**config.mk**
```make
export PLATFORM = sky130hd
export DESIGN_NAME = fpu_round_stage
export DESIGN_NICKNAME = d
export VERILOG_FILES = /design/src/rtl/fpu_round_stage_pkg.sv /design/src/rtl/fpu_round_incr.sv /design/src/rtl/fpu_round_stage.sv
export SDC_FILE = /design/constraint.sdc
export NUM_CORES = 1
export LEC_CHECK = 0
export ABC_AREA = 1
export CAP_MARGIN = 20
export CORE_MARGIN = 4
export CORE_UTILIZATION = 56
export DETAILED_ROUTE_END_ITERATION = 10
export PLACE_DENSITY_LB_ADDON = 0.08
export SYNTH_ARGS = -nofsm -noshare
export SYNTH_HDL_FRONTEND = slang
export SYNTH_SLANG_ARGS = --single-unit
```
**constraint.sdc**
```tcl
create_clock -name clk -period 3.5 [get_ports clk]
set_input_delay 0.7 -clock clk [delete_from_list [all_inputs] [get_ports clk]]
set_output_delay 0.7 -clock clk [all_outputs]
set_load 0.005 [all_outputs]
```
**src/rtl/fpu_round_stage_pkg.sv**
```systemverilog
// fpu_round_stage_pkg: shared FPU rounding-mode encodings, exponent limits and field widths
package fpu_round_stage_pkg;
    localparam int DEF_EXP_W  = 11;
    localparam int DEF_FRAC_W = 52;
    localparam logic [1:0] RM_NEAREST = 2'b00;
    localparam logic [1:0] RM_ZERO    = 2'b01;
    localparam logic [1:0] RM_POS_INF = 2'b10;
    localparam logic [1:0] RM_NEG_INF = 2'b11;
    localparam int EXP_MAX_FINITE = 2046;
    localparam int EXP_ALL_ONES   = 2047;
endpackage

```
**src/rtl/fpu_round_incr.sv**
```systemverilog
// fpu_round_incr: rounding increment decision from mode, sign, lsb, guard and sticky
module fpu_round_incr
    import fpu_round_stage_pkg::*;
(
    input  logic [1:0] rmode_i,
    input  logic       sign_i,
    input  logic       lsb_i,
    input  logic       g_i,
    input  logic       s_i,
    output logic       inc_o
);
    // round-to-zero never increments; directed modes round away only toward their infinity
    always_comb begin
        inc_o = (rmode_i == RM_NEAREST) ? g_i & (s_i | lsb_i) :
                (rmode_i == RM_POS_INF) ? !sign_i & (g_i | s_i) :
                (rmode_i == RM_NEG_INF) ? sign_i & (g_i | s_i) : 1'b0;
    end
endmodule

```
**src/rtl/fpu_round_stage.sv**
```systemverilog
// fpu_round_stage: two-stage normalise/round pipeline feeding the FPU exception stage
module fpu_round_stage
    import fpu_round_stage_pkg::*;
#(
    parameter int EXP_W  = DEF_EXP_W,
    parameter int FRAC_W = DEF_FRAC_W
) (
    input  logic                    clk,
    input  logic                    rst,
    input  logic                    enable,
    input  logic                    flush,
    input  logic                    in_valid,
    input  logic [1:0]              rmode,
    input  logic                    sign_in,
    input  logic [EXP_W:0]          exponent_in,
    input  logic [FRAC_W+3:0]       mantissa_in,
    output logic                    out_valid,
    output logic [EXP_W+FRAC_W:0]   round_out,
    output logic [EXP_W:0]          exponent_out,
    output logic [1:0]              grs_out
);
    localparam int MW = FRAC_W + 4;
    logic [MW-2:0]          norm_d;
    logic [EXP_W:0]         exp1_d;
    logic                   inc_d;
    logic                   v1_q, v2_q, sign1_q, inc1_q;
    logic [EXP_W:0]         exp1_q;
    logic [FRAC_W:0]        m1_q;
    logic [1:0]             gs1_q;
    logic [FRAC_W+1:0]      sum_d;
    logic [EXP_W:0]         exp2_d;
    logic [FRAC_W-1:0]      frac2_d;
    logic [EXP_W+FRAC_W:0]  round_q;
    logic [EXP_W:0]         exp2_q;
    logic [1:0]             grs_q;

    // one-bit post-normalisation; the dropped bit folds into sticky so inexact is preserved
    always_comb begin
        norm_d = mantissa_in[MW-1] ? {mantissa_in[MW-1:2], |mantissa_in[1:0]} : mantissa_in[MW-2:0];
        exp1_d = exponent_in + (EXP_W+1)'(mantissa_in[MW-1]);
    end

    fpu_round_incr u_incr (
        .rmode_i (rmode),
        .sign_i  (sign_in),
        .lsb_i   (norm_d[2]),
        .g_i     (norm_d[1]),
        .s_i     (norm_d[0]),
        .inc_o   (inc_d)
    );

    // apply increment; carry-out renormalises, and a denormal rounding up to 1.0 becomes exponent 1
    always_comb begin
        sum_d   = {1'b0, m1_q} + (FRAC_W+2)'(inc1_q);
        exp2_d  = sum_d[FRAC_W+1] ? exp1_q + (EXP_W+1)'(1) :
                  (exp1_q == '0 && sum_d[FRAC_W]) ? (EXP_W+1)'(1) : exp1_q;
        frac2_d = sum_d[FRAC_W+1] ? '0 : sum_d[FRAC_W-1:0];
    end

    // valid bits shift on enable and clear on flush; data loads only behind a surviving valid
    always_ff @(posedge clk) begin
        if (rst) begin
            v1_q    <= 1'b0;
            v2_q    <= 1'b0;
            sign1_q <= 1'b0;
            inc1_q  <= 1'b0;
            exp1_q  <= '0;
            m1_q    <= '0;
            gs1_q   <= '0;
            round_q <= '0;
            exp2_q  <= '0;
            grs_q   <= '0;
        end else begin
            if (flush) begin
                v1_q <= 1'b0;
                v2_q <= 1'b0;
            end else if (enable) begin
                v1_q <= in_valid;
                v2_q <= v1_q;
            end
            if (enable && in_valid && !flush) begin
                sign1_q <= sign_in;
                inc1_q  <= inc_d;
                exp1_q  <= exp1_d;
                m1_q    <= norm_d[MW-2:2];
                gs1_q   <= norm_d[1:0];
            end
            if (enable && v1_q && !flush) begin
                round_q <= {sign1_q, exp2_d[EXP_W-1:0], frac2_d};
                exp2_q  <= exp2_d;
                grs_q   <= gs1_q;
            end
        end
    end

    assign out_valid    = v2_q;
    assign round_out    = round_q;
    assign exponent_out = exp2_q;
    assign grs_out      = grs_q;
endmodule
```
Yosys cells after proc, flatten, opt, wreduce, memory -nomap -nowiden
Index checks and enable logic that the tools add are counted.

Bits in registers: 149. Output and inout port bits: 79. Word-level logic and storage cells: 38.

Add/sub/neg operators: 3. Equality and inequality tests: 2. Muxes and demuxes: 7. Bitwise operators: 5. Reduce and logical (&&, ||, !) cells: 11.

Operator list (count): $mux W55 (1); $add A53 B1 Y54 (1); $mux W52 (1); $mux W12 (2); $add A12 B1 Y12 (1); $add A12 B1 Y12 const B (1); $logic_not A12 Y1 (1); $logic_and A1 B1 Y1 (5); $eq A2 B2 Y1 const B (2); $reduce_or A2 Y1 (2); $and A1 B1 Y1 (3); $mux W1 (3); $logic_not A1 Y1 (2); $logic_not A2 Y1 (1); $or A1 B1 Y1 (2).

Logic depth before layout (Yosys ltp)
Gate-level depths: netlist (run 1).

Depth in word-level cells: 7. Depth in mapped cells: 13. Mapped depth without buffers: 13.

Hierarchy
From an unflattened synthesis (run 1), not the netlist that was laid out.

Cells, all modules: 1215. Area total of the unflattened synthesis: 7825.0 µm².

Modules (own cells, without submodules): fpu_round_stage (times used 1, cells an instance 1200, area an instance 7767.4 µm², seq. area each 2762.6 µm²); fpu_round_incr (times used 1, cells an instance 15, area an instance 57.6 µm², seq. area each 0.0 µm²).

Worst setup path before layout (run 1)
OpenSTA, ideal clock, no wires.

Kind: input port to flip-flop. From: in exponent_in[0]. To: reg exp1_q[10]. Library setup time: 115 ps. Arrival time: 1800 ps. Setup slack: 1585 ps. Stages on the path: 10. Buffers on the path: 0. Cell sequence: ha_1 > ha_1 > nand3_1 > nor2_1 > nand4_1 > nor2_1 > nand2_1 > xnor2_1 > o21ai_0 > inv_1.

Longest elaborated chain between the ends: 1.

Ends and longest elaborated chain: start, declared (line fpu_round_stage.sv:15) `input logic [EXP_W:0] exponent_in,`; $add A12 B1 Y12 (line fpu_round_stage.sv:40) `exp1_d = exponent_in + (EXP_W+1)'(mantissa_in[MW-1]);`; end signal, assigned (line fpu_round_stage.sv:84) `exp1_q <= exp1_d;`; end, declared (line fpu_round_stage.sv:27) `logic [EXP_W:0] exp1_q;`.

No other way between the ends. A chain may end at the register's enable or synchronous reset.

Worst setup path in the final report (run 1)
From: reg inc1_q. To: reg round_q[42], in the netlist round_out[42].

Longest elaborated chain between the ends: 2.

Ends and longest elaborated chain: start, declared (line fpu_round_stage.sv:26) `logic v1_q, v2_q, sign1_q, inc1_q;`; start signal, assigned (line fpu_round_stage.sv:83) `inc1_q <= inc_d;`; $add A53 B1 Y54 (line fpu_round_stage.sv:54) `sum_d = {1'b0, m1_q} + (FRAC_W+2)'(inc1_q);`; $mux W52 (line fpu_round_stage.sv:57) `frac2_d = sum_d[FRAC_W+1] ? '0 : sum_d[FRAC_W-1:0];`; end signal, assigned (line fpu_round_stage.sv:89) `round_q <= {sign1_q, exp2_d[EXP_W-1:0], frac2_d};`; end, declared (line fpu_round_stage.sv:33) `logic [EXP_W+FRAC_W:0] round_q;`.

No other way between the ends.

==> reports/summary.txt, run 1 <==
Final HPWL DP = 17,200 um
Antenna Cells = 0
Cells after Synth = 1,149
Die X = 125 um
fraction of layout cells with a size suffix above 1 = 8.35%
initial antenna violation count = 0
leak pwr = 3.64 nW
Slew @ Worst Pin = 0.863 ns
CTS H-tree depth = 4
antenna-violating nets left = 0
clock sink total = 138
max-slew violations = 0
wire length per cell = 15.9 um
RSZ-0062 raised after global routing = no
Syn Area/Cell = 6.69 um2
DR vias = 8,062
grt met3 use = 5.67%
Power Total = 3.80 mW
Nets = 1,351
post-CTS setup buffers = 0
VDD IR max = 0.291 mV
status = finished clean
syn nets = 1,231
Clock Skews = 0.00809 ns
PnR worst setup slack = 1.08 ns
GR peak layer = met2
synth warn = 0
Post-Route WL = 23,200 um
TritonCTS clock tree = done
Ports = 155
first-pass iteration count of the detailed router = 6
Starting Density = 57.6%
CTS root buffer = clkbuf_16
RR Startpoint = inc1_q$_SDFFE_PP0P_
max-cap violation count = 0
RD Place Congestion = 1.02
post-synthesis register bit count = 138
Slew headroom = 42.4%
CTS max path bufs = 2
number of buffers created by CTS = 17
WHS Path Cells = 2
worst hold start = round_out[31]$_SDFFE_PP0P_
die area = 15,700 um2
Reg-to-Reg End = round_out[42]$_SDFFE_PP0P_
CP endpoint kind = flop
Post-Route Setup TNS = 0 ns
core area = 13,300 um2
Residual DRC = 0
Final min period = 2.42 ns
first-pass GRT wire length = 37,500 um
CTS clk-pin slew, worst paths = 0.06 ns
Worst Reg2Reg Path Length in Cells = 13
most frequent cells in the layout = nand2_1, clkdlybuf4s50_1, dfxtp_1, nor2_1, o21ai_0
Post-Syn Area = 7690 um2
initial drt markers = 791
Hold Path Sink = round_out[31]$_SDFFE_PP0P_
pre-CTS setup slack = 0.902 ns
count of cell types in the netlist = 39
hold buffers post-CTS = 0
Row Count = 42
Total Routing Usage GR = 29.2%
CP required = 3.77 ns
Congestion Overflow GR = 0
Hold Path Class = reg -> reg
Clk Latency, worst-skew pair = 0.42 ns
period utilization = 69.1%
Crit Path Category = reg -> reg
Resize count post-CTS = 0
crit path DAT = 2.69 ns
maximum net fanout on the critical path = 6
Die Y = 125 um
most common cell after layout, fill and taps aside = nand2_1
Power Density = 386 nW/um2
Final setup viols = 0
met2 Track Usage GR = 43.8%
largest net degree at the start of global routing = 115
IO Port Bufs = 154
Achievable Freq = 413 MHz
reg-to-reg setup timing slack = 1.08 ns
final hold violations = 0
met1 Use GR = 42.8%
vias in the first global route = 7,270
Worst Setup Start Kind = flop
Vias/cell = 5.53
sequential area share after synthesis = 35.9%
area delta synth->final = 27.9%
==> through the flow <==
stage / std cells / cell area [um2] / util [%] / hold slack (ns)
after floorplan: 1149 / 7690 / - / 0.435
after global placement: 1426 / 9250 / 69.3 / 0.451
after detailed placement: 1426 / 9250 / 69.3 / 0.453
after global routing: 1458 / 9840 / 73.7 / 0.476
final: 1458 / 9840 / 73.7 / 0.462
after CTS: 1458 / 9840 / 73.7 / 0.462
==> registers in the layout, summed over array words and instances (netlist names) <==
signal	cells
exp1_q	12
exponent_out	1
grs_out	2
gs1_q	2
inc1_q	1
m1_q	53
out_valid	1
round_out	64
sign1_q	1
v1_q	1
==> worst max path at each step <==
| stage | startpoint | end | depth (start not counted) |
|---|---|---|---|
| floorplan | exponent_in[0] | exp1_q[10]$_SDFFE_PP0P_ | 10 |
| global placement | enable | round_out[46]$_SDFFE_PP0P_ | 8 |
| detailed placement | flush | round_out[15]$_SDFFE_PP0P_ | 6 |
| CTS | inc1_q$_SDFFE_PP0P_ | round_out[42]$_SDFFE_PP0P_ | 13 |
| global route | m1_q[0]$_SDFFE_PP0P_ | round_out[42]$_SDFFE_PP0P_ | 13 |
| finish | inc1_q$_SDFFE_PP0P_ | round_out[42]$_SDFFE_PP0P_ | 13 |
==> where the power goes <==
| group | switching (mW) | leakage [nW] | internal (mW) |
|---|---|---|---|
| clock | 0.678 | 0.278 | 1.10 |
| sequential | 0.0638 | 1.12 | 1.62 |
| combinational | 0.180 | 2.24 | 0.160 |
==> kinds of logic (layout without fill, tap and decap cells) <==
logic type	Yosys count	after routing	share of synthesized area (%)
AO/OA/AOI/OAI	234	234	17.1
XOR/XNOR	31	31	3.53
adder cells (fa/ha/maj)	6	6	0.976
buffers and inverters	155	288	8.36
flip-flops	138	138	35.9
multiplexers	1	1	0.130
AND/OR/NAND/NOR	584	584	34.0
==> layout make-up <==
| type | instances | area (um2) |
|---|---|---|
| clock inverters | 10 | 118 |
| repair buffers | 163 | 1610 |
| fillers | 1131 | 3510 |
| inverters | 93 | 354 |
| clock buffers | 22 | 474 |
| flip-flops and latches | 138 | 2760 |
| well taps | 176 | 220 |
| multi-input cells | 856 | 4300 |
==> cells in the mapped netlist <==
| master | n | area (um2) |
|---|---|---|
| a21oi_2 | 10 | 87.6 |
| clkbuf_1 | 49 | 184 |
| xor2_1 | 17 | 149 |
| or2_2 | 11 | 68.8 |
| and2_1 | 2 | 12.5 |
| o21a_1 | 2 | 15.0 |
| nor2_4 | 5 | 56.3 |
| buf_4 | 11 | 82.6 |
| nand3_4 | 1 | 17.5 |
| dfxtp_1 | 138 | 2760 |
| buf_6 | 2 | 22.5 |
| inv_6 | 1 | 8.76 |
| nor2_2 | 6 | 37.5 |
| inv_2 | 4 | 15.0 |
| nor3_2 | 2 | 20.0 |
| a31o_2 | 4 | 35.0 |
| nand2_1 | 324 | 1220 |
| nor3_1 | 18 | 90.1 |
| nor2_1 | 112 | 420 |
| mux2i_1 | 1 | 10.0 |
| inv_1 | 87 | 327 |
| ha_1 | 6 | 75.1 |
| nor2_8 | 2 | 40.0 |
| a211oi_1 | 3 | 22.5 |
| o211ai_1 | 5 | 37.5 |
| xnor2_1 | 14 | 123 |
| nand3_1 | 55 | 275 |
| nand4_1 | 22 | 138 |
| clkinv_1 | 1 | 3.75 |
| nand3b_1 | 3 | 22.5 |
| o21bai_1 | 1 | 7.51 |
| nand2_2 | 4 | 25.0 |
| nor4_1 | 2 | 12.5 |
| a21oi_1 | 67 | 335 |
| nand3_2 | 13 | 130 |
| nand2_4 | 1 | 11.3 |
| nand2_8 | 1 | 20.0 |
| o21ai_0 | 91 | 455 |
| a31oi_1 | 51 | 319 |
==> routing by layer <==
metal	routed length, um	share of wire (%)	vias up
met3	2020	8.7	29
met1	10700	46	3642
met5	0	0	-
met4	370	1.6	0
met2	10200	44	366
li1	-	-	4025
==> worst max-delay path, cell delays in order (launching register included) <==
cell and delay, ns:
dfxtp_1 0.35, ha_1 0.23, ha_1 0.31, nand2_1 0.15, nor2_4 0.19, nand2_1 0.14, inv_1 0.08, nand3_1 0.10
nor2_2 0.18, nand2_1 0.14, nor3_1 0.15, nand2_1 0.08, nand2_1 0.10, a21oi_1 0.06
No activity file was read; power rests on OpenSTA's default activity.
==> inputs of run 2 (changes only) <==
--- a/config.mk
+++ b/config.mk
@@ -8,7 +8,7 @@
 export ABC_AREA = 1
 export CAP_MARGIN = 20
 export CORE_MARGIN = 4
-export CORE_UTILIZATION = 56
+export CORE_UTILIZATION = 47
 export DETAILED_ROUTE_END_ITERATION = 10
 export PLACE_DENSITY_LB_ADDON = 0.08
 export SYNTH_ARGS = -nofsm -noshare
==> constraint.sdc (replaced) <==
create_clock -name clk -period 2.2 [get_ports clk]
set_input_delay 0.44 -clock clk [delete_from_list [all_inputs] [get_ports clk]]
set_output_delay 0.44 -clock clk [all_outputs]
set_load 0.005 [all_outputs]
==> reports/summary.txt, run 2 (same netlist as run 1, synthesis figures left out) <==
status = finished clean
Starting Density = 48.2%
Clk Latency, worst-skew pair = 0.42 ns
FILL cells = 1,534
first-pass iteration count of the detailed router = 5
core area = 15,900 um2
RR Startpoint = inc1_q$_SDFFE_PP0P_
reg-to-reg setup timing slack = 0.17 ns
IO Port Bufs = 154
leak pwr = 3.95 nW
Reg-to-Reg End = round_out[42]$_SDFFE_PP0P_
Finished Layout Cells = 1,551
Final setup viols = 0
Power Density = 588 nW/um2
Slew @ Worst Pin = 0.499 ns
CTS root buffer = clkbuf_16
CP startpoint = inc1_q$_SDFFE_PP0P_
crit path capture = round_out[42]$_SDFFE_PP0P_
initial antenna violation count = 0
fraction of layout cells with a size suffix above 1 = 12.1%
first-pass GRT wire length = 38,000 um
CTS H-tree depth = 4
Final HPWL DP = 18,700 um
DP Area = 9740 um2
Die X = 136 um
antenna-violating nets left = 0
Worst Setup Start Kind = flop
Slew headroom = 66.6%
CTS clk-pin slew, worst paths = 0.06 ns
Crit Path Category = reg -> reg
DR vias = 8,005
Non-Filler Cell Area, Final = 10,300 um2
Nets = 1,405
RD Place Congestion = 0.935
maximum net fanout on the critical path = 5
CP required = 2.49 ns
placed insts = 1,519
Worst Reg2Reg Path Length in Cells = 13
Final min period = 2.03 ns
Antenna Cells = 0
Die Y = 136 um
Row Count = 46
period utilization = 92.1%
max-cap violation count = 0
wire length per cell = 15.6 um
final hold slack = 0.389 ns
Residual DRC = 0
TritonCTS clock tree = done
Achievable Freq = 494 MHz
Hold Path Class = in -> reg
most frequent cells in the layout = nand2_1, clkdlybuf4s50_1, dfxtp_1, nor2_1, o21ai_0
initial drt markers = 555
CTS max path bufs = 2
area delta synth->final = 34.4%
die area = 18,500 um2
Congestion Overflow GR = 0
most common cell after layout, fill and taps aside = nand2_1
final hold violations = 0
max-slew violations = 0
Total Routing Usage GR = 26.3%
Largest register FFs = 64
Clock Skews = 0.00878 ns
hold buffers post-CTS = 0
VDD IR max = 0.515 mV
Post-Route WL = 24,200 um
Vias/cell = 5.16
number of buffers created by CTS = 17
CP endpoint kind = flop
largest net degree at the start of global routing = 113
Ports = 155
vias in the first global route = 7,215
clock sink total = 138
crit path DAT = 2.32 ns
[run 2: changes by cell type in the layout (fill, tap and decap cells not counted), sizes merged]
cell	change
clkbuf	-3
clkinvlp	-1
buf	+54
clkinv	+3
[run 2: how the worst min path moves through the flow]
stage | startpoint | endpoint | slack (ns) | cells past startpoint
final | mantissa_in[55] | m1_q[3]$_SDFFE_PP0P_ | 0.39 | 3
after CTS | mantissa_in[55] | m1_q[3]$_SDFFE_PP0P_ | 0.37 | 3
after detailed placement | round_out[34]$_SDFFE_PP0P_ | round_out[34]$_SDFFE_PP0P_ | 0.45 | 2
after global routing | mantissa_in[55] | m1_q[3]$_SDFFE_PP0P_ | 0.41 | 3
after global placement | v1_q$_SDFFE_PP0P_ | v1_q$_SDFFE_PP0P_ | 0.45 | 2
after floorplan | v1_q$_SDFFE_PP0P_ | v1_q$_SDFFE_PP0P_ | 0.43 | 2
[run 2: critical path: stages, from the launching register on]
cell and delay [ns]:
dfxtp_1 0.33, ha_1 0.20, ha_1 0.19, nand2_1 0.10
nor2_4 0.15, nand2_1 0.09, inv_1 0.06, nand3_1 0.11
nor2_4 0.15, nand2_1 0.13, nor3_1 0.16, nand2_1 0.07
nand2_1 0.09, a21oi_1 0.06
[run 2: area by class of cell]
type                       count  area, um2  share of cell area (%)
clock buffer                  19        453                    4.38
clock inverter                12        125                    1.21
inverter                      93        354                    3.43
multi-input combinational    856       4300                    41.6
sequential                   138       2760                    26.7
tap                          216        270                    2.62
timing repair buffer         217       2070                    20.0
[run 2: repair_timing]
action                                 CTS  global route
setup endpoints to repair                0             3
setup buffers                            0             1
endpoints found under the hold margin    0             0
gates resized for setup                  0             1
[run 2: routing by layer]
| layer | global-route usage, % | vias up | share of wire (%) |
|---|---|---|---|
| met5 | 0 | - | 0 |
| met4 | 6.55 | 0 | 1.2 |
| met3 | 3.85 | 19 | 6.5 |
| met2 | 38.4 | 244 | 42 |
| met1 | 40.4 | 3621 | 50 |
| li1 | - | 4121 | - |
[run 2: where the power goes]
group,switching (mW),internal (mW),total (mW)
Clock,1.09,1.71,2.81
Combinational,0.334,0.297,0.631
Sequential,0.0632,2.57,2.64
[run 2: through the flow]
stage	setup slack, ns	util [%]	setup TNS (ns)	total power, mW
final	0.174	64.8	0	6.07
after CTS	0.121	64.7	0	6.10
after floorplan	0.308	-	0	2.98
after global routing	-0.00835	64.8	-0.00835	6.28
after global placement	0.0442	61.1	0	3.30
after detailed placement	0.0109	61.1	0	3.31
==> inputs of run 3 (changes only) <==
--- a/config.mk
+++ b/config.mk
@@ -7,10 +7,9 @@
 export LEC_CHECK = 0
 export ABC_AREA = 1
 export CAP_MARGIN = 20
-export CORE_MARGIN = 4
-export CORE_UTILIZATION = 47
+export CORE_UTILIZATION = 46
 export DETAILED_ROUTE_END_ITERATION = 10
-export PLACE_DENSITY_LB_ADDON = 0.08
+export PLACE_DENSITY = 0.74
 export SYNTH_ARGS = -nofsm -noshare
 export SYNTH_HDL_FRONTEND = slang
 export SYNTH_SLANG_ARGS = --single-unit
==> reports/summary.txt, run 3 (same netlist as run 1, synthesis figures left out) <==
status = finished clean
CP required = 2.50 ns
leak pwr = 3.95 nW
Vias/cell = 5.32
RSZ-0062 raised after global routing = no
crit path DAT = 2.32 ns
Residual DRC = 0
Starting Density = 47.7%
RD Place Congestion = 0.992
Crit path depth = 12
Slew headroom = 53.8%
first-pass GRT wire length = 37,900 um
met2 Track Usage GR = 41.1%
TritonCTS clock tree = done
Power Total = 6.11 mW
grt met3 use = 6.02%
clock sink total = 138
Clk Latency, worst-skew pair = 0.43 ns
Post-Route Setup TNS = 0 ns
Clock power frac = 46.3%
Die X = 131 um
Congestion Overflow GR = 0
VDD IR max = 0.542 mV
met1 Use GR = 40.0%
Die Y = 131 um
Slew @ Worst Pin = 0.692 ns
Worst Setup Start Kind = flop
CTS clk-pin slew, worst paths = 0.06 ns
max-slew violations = 0
CP top delay family = simple AND/OR/NAND/NOR gates
first-pass iteration count of the detailed router = 5
Finished Layout Cells = 1,554
CTS H-tree depth = 4
antenna-violating nets left = 0
Ports = 155
hold buffers post-CTS = 0
initial drt markers = 585
PnR worst setup slack = 0.180 ns
most common cell after layout, fill and taps aside = nand2_1
final hold violations = 0
vias in the first global route = 7,246
register area = 2760 um2
crit-path cells = ha_1, ha_1, nand2_1, nor2_4, nand2_1, inv_1, nand3_1, nor2_2, buf_4, xnor2_1, o21a_1, nor2_1
Power Density = 589 nW/um2
Reg-to-Reg End = round_out[22]$_SDFFE_PP0P_
DR vias = 8,263
Hold Path Class = reg -> reg
fraction of layout cells with a size suffix above 1 = 12.6%
Antenna Cells = 0
CP startpoint = inc1_q$_SDFFE_PP0P_
sequential share of power = 43.1%
CP endpoint kind = flop
NetSw = 1.53 mW
largest net degree at the start of global routing = 76
FILL cells = 1,478
internal power = 4.58 mW
pre-CTS setup slack = -0.0101 ns
crit path capture = round_out[22]$_SDFFE_PP0P_
CTS max path bufs = 2
Largest register FFs = 64
max-cap violation count = 0
CTS root buffer = clkbuf_16
die area = 17,200 um2
final hold slack = 0.462 ns
Crit Path Category = reg -> reg
RR Startpoint = inc1_q$_SDFFE_PP0P_
period utilization = 91.8%
Final min period = 2.02 ns
Final setup viols = 0
Post-Route WL = 23,700 um
Final HPWL DP = 18,100 um
Clock Skews = 0.0120 ns
number of buffers created by CTS = 17
IO Port Bufs = 154
placed insts = 1,521
Multi-input gate area = 4310 um2
Achievable Freq = 495 MHz
Row Count = 46
wire length per cell = 15.3 um
core area = 16,100 um2
slowest stage delay, CP = 0.34 ns
reg-to-reg setup timing slack = 0.18 ns
area delta synth->final = 34.7%
Nets = 1,407
maximum net fanout on the critical path = 5
GR peak layer = met2
Worst Reg2Reg Path Length in Cells = 12
Combinational Power Share = 10.7%
Total Routing Usage GR = 27.8%
Max stage delay cell, worst path = dfxtp_1
initial antenna violation count = 0
most frequent cells in the layout = nand2_1, clkdlybuf4s50_1, dfxtp_1, nor2_1, o21ai_0
Switching Share = 25.1%
worst path buffer plus inverter count = 2
[run 3: cell count changes in the layout (fill, tap and decap cells not counted), moves of 2 or more]
cell        before  now
clkinvlp_4       3    5
buf_4           58   60
nor2_2           4    6
clkinv_2         5    3
inv_6            1    3
[run 3: power groups by stage]
| stage | combinational [mW] | clock, mW | sequential, mW |
|---|---|---|---|
| after floorplan | 0.297 | 0 | 2.68 |
| after global placement | 0.633 | 0 | 2.68 |
| after detailed placement | 0.637 | 0 | 2.68 |
| after CTS | 0.643 | 2.84 | 2.63 |
| after global routing | 0.712 | 2.95 | 2.64 |
| final | 0.652 | 2.83 | 2.63 |
[run 3: worst register-to-register path: stages, from the launching register on]
cell and delay, ns:
dfxtp_1 0.34, ha_1 0.22, ha_1 0.19, nand2_1 0.10, nor2_4 0.17, nand2_1 0.08, inv_1 0.06, nand3_1 0.08
nor2_2 0.16, buf_4 0.14, xnor2_1 0.15, o21a_1 0.16, nor2_1 0.03
[run 3: cell type report]
type | instances | share of cell area, %
timing repair buffer | 219 | 20.1
inverter | 93 | 3.42
clock buffer | 18 | 4.24
sequential | 138 | 26.7
clock inverter | 14 | 1.42
multi-input combinational | 856 | 41.6
tap | 216 | 2.61
[run 3: per-layer routing]
metal / wire (um) / share of wire, %
met2: 9990 / 42
met3: 1900 / 8.0
met1: 11500 / 48
met4: 346 / 1.5
met5: 0 / 0
[run 3: worst min path at each step]
stage                                  to  depth (start not counted)  slack [ns]                        from
2_1_floorplan           v1_q$_SDFFE_PP0P_                          2        0.43           v1_q$_SDFFE_PP0P_
3_3_place_gp            v1_q$_SDFFE_PP0P_                          2        0.45           v1_q$_SDFFE_PP0P_
3_5_place_dp   round_out[13]$_SDFFE_PP0P_                          2        0.45  round_out[13]$_SDFFE_PP0P_
4_1_cts        round_out[13]$_SDFFE_PP0P_                          2        0.46  round_out[13]$_SDFFE_PP0P_
5_1_grt        round_out[47]$_SDFFE_PP0P_                          2        0.48  round_out[47]$_SDFFE_PP0P_
6_report                v1_q$_SDFFE_PP0P_                          2        0.46           v1_q$_SDFFE_PP0P_
[run 3: per-stage QoR]
stage / utilization (%) / area, um2
2_1_floorplan: - / 7690
3_5_place_dp: 60.6 / 9760
5_1_grt: 64.3 / 10400
6_report: 64.3 / 10400
4_1_cts: 64.2 / 10300
3_3_place_gp: 60.6 / 9760
[run 3: repair_timing]
item | 4_1_cts | 5_1_grt
gates resized for setup | 0 | 4
endpoints found under the setup margin | 0 | 8
buffers inserted | 0 | 1
